### src/rtl/pipeline_hazard_ctrl.sv
// Hazard and stall controller for a five-stage in-order pipeline: operand
// interlocks, branch dependencies, redirect squashing and a multicycle mul/div sequencer.
module pipeline_hazard_ctrl #(
  parameter int MUL_LAT = 2,
  parameter int DIV_LAT = 32
) (
  input  logic       clk,
  input  logic       resetn,
  input  logic [4:0] d_rs,
  input  logic [4:0] d_rt,
  input  logic       d_is_branch,
  input  logic [4:0] e_dst,
  input  logic       e_wr,
  input  logic       e_is_load,
  input  logic [4:0] m_dst,
  input  logic       m_wr,
  input  logic       m_is_load,
  input  logic       e_redirect,
  input  logic       e_muldiv_start,
  input  logic       e_muldiv_op,
  input  logic       i_stall,
  input  logic       d_stall,
  output logic       en_pc,
  output logic       en_fd,
  output logic       en_de,
  output logic       en_em,
  output logic       en_mw,
  output logic       clr_fd,
  output logic       clr_de,
  output logic       clr_em,
  output logic       clr_mw,
  output logic       muldiv_busy,
  output logic       muldiv_done,
  output logic       redirect_pending
);

  // The start cycle is the first stall cycle, so the counter holds L-1.
  localparam logic [5:0] MUL_CNT = 6'(MUL_LAT - 1);
  localparam logic [5:0] DIV_CNT = 6'(DIV_LAT - 1);

  typedef enum logic [1:0] {
    IDLE = 2'd0,
    BUSY = 2'd1,
    DONE = 2'd2
  } md_state_t;

  md_state_t  state, state_nxt;
  logic [5:0] cnt, cnt_nxt;
  logic [5:0] lat_cnt;
  logic       pending, pending_nxt;
  logic       mdstall, busy_raw, done_raw;

  logic       e_hit, m_hit;
  logic       load_use, br_dep;
  logic       stall_m, stall_e, stall_d, stall_f;
  logic       redir_take;

  always_comb begin
    state_nxt = state;
    cnt_nxt   = cnt;
    mdstall   = 1'b0;
    busy_raw  = 1'b0;
    done_raw  = 1'b0;
    lat_cnt   = e_muldiv_op ? DIV_CNT : MUL_CNT;
    case (state)
      IDLE: begin
        if (e_muldiv_start) begin
          mdstall   = 1'b1;
          busy_raw  = 1'b1;
          cnt_nxt   = lat_cnt;
          state_nxt = (lat_cnt == 6'd0) ? DONE : BUSY;
        end
      end
      BUSY: begin
        mdstall  = 1'b1;
        busy_raw = 1'b1;
        if (cnt <= 6'd1) begin
          cnt_nxt   = 6'd0;
          state_nxt = DONE;
        end else begin
          cnt_nxt = cnt - 6'd1;
        end
      end
      DONE: begin
        done_raw = 1'b1;
        // In DONE, E is held only by the memory stall.
        if (!d_stall) state_nxt = IDLE;
      end
      default: state_nxt = IDLE;
    endcase
  end

  always_ff @(posedge clk) begin
    if (!resetn) begin
      state   <= IDLE;
      cnt     <= 6'd0;
      pending <= 1'b0;
    end else begin
      state   <= state_nxt;
      cnt     <= cnt_nxt;
      pending <= pending_nxt;
    end
  end

  always_comb begin
    e_hit    = (e_dst != 5'd0) && ((e_dst == d_rs) || (e_dst == d_rt));
    m_hit    = (m_dst != 5'd0) && ((m_dst == d_rs) || (m_dst == d_rt));
    load_use = e_wr && e_is_load && e_hit;
    br_dep   = d_is_branch && ((e_wr && e_hit) || (m_wr && m_is_load && m_hit));

    stall_m    = d_stall;
    stall_e    = stall_m || mdstall;
    stall_d    = stall_e || load_use || br_dep;
    stall_f    = stall_d || i_stall;
    redir_take = e_redirect && !stall_e;

    pending_nxt = pending;
    if (redir_take && i_stall) pending_nxt = 1'b1;
    else if (pending && !i_stall && !stall_d) pending_nxt = 1'b0;
  end

  // Outputs are forced to the flushed state while reset is held.
  always_comb begin
    en_pc       = 1'b0;
    en_fd       = 1'b0;
    en_de       = 1'b0;
    en_em       = 1'b0;
    en_mw       = 1'b0;
    clr_fd      = 1'b1;
    clr_de      = 1'b1;
    clr_em      = 1'b1;
    clr_mw      = 1'b1;
    muldiv_busy = 1'b0;
    muldiv_done = 1'b0;
    if (resetn) begin
      en_pc       = !stall_f || redir_take;
      en_fd       = !stall_d;
      en_de       = !stall_e;
      en_em       = !stall_m;
      en_mw       = 1'b1;
      clr_fd      = (i_stall && !stall_d) || redir_take || (pending && !stall_d);
      clr_de      = (stall_d && !stall_e) || redir_take;
      clr_em      = stall_e && !stall_m;
      clr_mw      = stall_m;
      muldiv_busy = busy_raw;
      muldiv_done = done_raw;
    end
  end

  assign redirect_pending = pending;

endmodule

### config.mk
export PLATFORM = sky130hd
export DESIGN_NAME = pipeline_hazard_ctrl
export DESIGN_NICKNAME = d
export VERILOG_FILES = /design/src/rtl/pipeline_hazard_ctrl.sv
export SDC_FILE = /design/constraint.sdc
export NUM_CORES = 1
export LEC_CHECK = 0
export ABC_AREA = 0
export BUFFER_PORTS_ARGS = -buffer_cell sky130_fd_sc_hd__buf_4
export CAP_MARGIN = 20
export CORE_ASPECT_RATIO = 1.25
export CORE_MARGIN = 2
export CORE_UTILIZATION = 35
export CTS_CLUSTER_SIZE = 8
export DETAILED_ROUTE_END_ITERATION = 7
export PLACE_DENSITY = 0.64
export SLEW_MARGIN = 25
export SYNTH_ARGS = -nofsm -noshare
export SYNTH_HDL_FRONTEND = slang
export SYNTH_SLANG_ARGS = --single-unit
### constraint.sdc
create_clock -name clk -period 1.4 [get_ports clk]
set_clock_uncertainty 0.05 [all_clocks]
set_input_delay 0.14 -clock clk [delete_from_list [all_inputs] [get_ports clk]]
set_output_delay 0.14 -clock clk [all_outputs]
set_load 0.01 [all_outputs]
==> results.sh <==
export IMPL_gp_congestion=0.792
export IMPL_ys_async_sr_fraction_pct=0
export IMPL_synth_top_family_by_area="compound AO/OA/AOI/OAI gates"
export IMPL_crit_path_start_kind="input pin"
export IMPL_drtPass1Iterations=4
export IMPL_ys_flop_type="dfxtp_1"
export IMPL_final_cell_mix="buf_4 (67), xor2_1 (19), buf_6 (9), nor2_1 (7)"
export IMPL_relSlewSlack_pct=78.2
export IMPL_start_util_pct=36.2
export IMPL_yosys_area_top_type="dfxtp_1"
export IMPL_met2_usage_pct=45.2
export IMPL_synth_top_area_share_pct=20.9
export IMPL_holdWs_ps=153
export IMPL_die_x_um=48.4
export IMPL_grt_usage_pct=22.5
export IMPL_die_h_um=59.4
export IMPL_synth_compound_area_share_pct=27.3
export IMPL_overflow=0
export IMPL_cp_required_ps=1210
export IMPL_grt_busiest_layer="met2"
export IMPL_cts_root_buffer="clkbuf_4"
export IMPL_r2r_start="cnt[2]"
export IMPL_setup_viol=8
export IMPL_drv_cap=0
export IMPL_cts_made_buffers=3
export IMPL_reg2reg_slack_ps=-20
export IMPL_yosysSeqAreaShare_pct=20.9
export IMPL_synthXorXnorAreaFrac_pct=20.3
export IMPL_io_pins=44
export IMPL_detail_route_wl_per_cell_um=14.0
export IMPL_numPortBuffers=43
export IMPL_path_clk_slew_ps=60
export IMPL_regArea_um2=186
export IMPL_synth_warnings=0
export IMPL_antenna_found_initial=0
export IMPL_clk_latency_ps=270
export IMPL_ir_worst_vdd_mv=0.467
export IMPL_routed_via_density=4.96
export IMPL_worstPathArrival_ps=1450
export IMPL_fillers=185
export IMPL_grt_max_degree=17
export IMPL_pre_cts_slack_ps=-298
export IMPL_htreeDepth=1
export IMPL_failed_checks="negative setup slack"
export IMPL_die_area_um2=2870
export IMPL_layout_cells_non_filler=224
export IMPL_finalHoldViolCount=0
export IMPL_avgSynthCellArea_um2=7.62
export IMPL_ant_nets=0
export IMPL_drt_wl_total_um=3130
export IMPL_tightest_slew_ps=325
export IMPL_crit_fanout=4
export IMPL_cp_startpoint="m_dst[1]"
export IMPL_area_growth_synth_to_final_pct=100
export IMPL_rsz0062_at_grt="true"
export IMPL_grtUsageMet1_pct=19.9
export IMPL_maxSlewViolCount=0
export IMPL_netlist_instances=113
export IMPL_multiInputGateArea_um2=823
export IMPL_setup_tns_ps=-1060
export IMPL_drc=0
export IMPL_dp_cells=209
export IMPL_syn_num_nets=147
export IMPL_power_leakage_nw=0.816
export IMPL_synthMuxAreaShare_pct=0
export IMPL_grt_pass1_wl_um=4770
export IMPL_utilization_pct=72.4
export IMPL_grt_pass1_vias=1138
export IMPL_syn_area_um2=861
export IMPL_synthAdderAreaFrac_pct=2.91
export IMPL_synth_simple_area_share_pct=24.1
export IMPL_drt_initial_drc_count=11
export IMPL_post_route_min_period_ps=1640
export IMPL_critPathKind="in -> out"
export IMPL_final_layout_size_suffix_gt1_share_pct=61.8
export IMPL_synth_edf_count=0
export IMPL_cts_sinks=9
export IMPL_vias=1112
export IMPL_finalCritPeriodShare_pct=117
export IMPL_nNetsFinal=226
export IMPL_cts_tree="built"
export IMPL_p_per_area_nw_per_um2=940
export IMPL_holdCritStartpoint="e_redirect"
export IMPL_ys_seq_elements=9
export IMPL_hold_path_class="in -> reg"
export IMPL_use_met3_pct=3.79
export IMPL_synth_distinct_cells=36
export IMPL_design_core_area_um2=2380
export IMPL_synth_area_leaders="dfxtp_1 (21%), xor2_1 (20%), nor2_1 (5.2%)"
export IMPL_rows=20
export IMPL_setup_slack_ps=-241
export IMPL_status="finished with violations"
export IMPL_clock_path_buffers=2
export IMPL_layout_commonest_cell="buf_4"
export IMPL_timing_fmax_mhz=610
export IMPL_hpwlAfterDp_um=2310
export IMPL_insertedDiodeCount=0
export IMPL_worst_setup_path_end_kind="primary output"
[cells in the mapped netlist, drive strengths merged (2+ instances only)]
master and n:
nor2b 2, dfxtp 9, a21oi 6, or4 2, o22ai 2, o211ai 2
nor2 12, o21ai 8, and2 3, nand2b 5, nand2 6, clkbuf 2
nor3 5, xor2 20, and3 3, ha 2, o211a 3, a22oi 2
inv 6
[per-layer routing]
layer,share of wire [%],vias up
li1,-,556
met1,33,500
met2,56,44
met3,5.7,12
met4,5.0,0
met5,0,-
[kinds of logic after synthesis]
logic type | count (synthesis)
flops | 9
compound gates | 32
xor+xnor | 20
simple gates | 41
fa+ha+maj | 2
buf+inv | 9
[final cells by class]
| type | instances | share of cell area, % |
|---|---|---|
| multi-input combinational | 95 | 47.8 |
| timing repair buffer | 77 | 36.0 |
| sequential | 9 | 10.8 |
| tap | 33 | 2.40 |
| clock buffer | 4 | 1.53 |
| inverter | 6 | 1.45 |
[timing repair]
action | in CTS | in global routing
hold buffers | 0 | 0
buffers inserted | 4 | 8
pin swaps | 7 | 12
endpoints found under the setup margin | 12 | 13
gates resized for setup | 28 | 26
[report_power, final]
group	switching (W)	total [W]	internal (W)
combinational	0.000465	0.00105	0.000582
sequential	0.0000512	0.000362	0.000310
clock	0.0000997	0.000210	0.000110
[through the flow]
stage | total power [W] | cell area [um2]
floorplan | 0.000694 | 877
global placement | 0.00103 | 1400
detailed placement | 0.00105 | 1400
CTS | 0.00139 | 1580
global route | 0.00172 | 1720
finish | 0.00162 | 1720
[sequential cells by signal (all words and copies together) (netlist names)]
signal,count
redirect_pending,1
state,2
cnt,6
[path summary, 6_finish.rpt]
kind | end | cells after the start
worst max register to register | state[1] | 6
worst max-delay path | en_pc | 6
worst min-delay path | redirect_pending | 3
worst min register to register | state[0] | 2
[critical path: stages]
cell       delay [ps]
buf_8              90
or4_4             530
o2111ai_4         210
o22ai_4           110
o31ai_2           200
buf_4             160
Note: power is estimated with default switching activity, not from simulation.
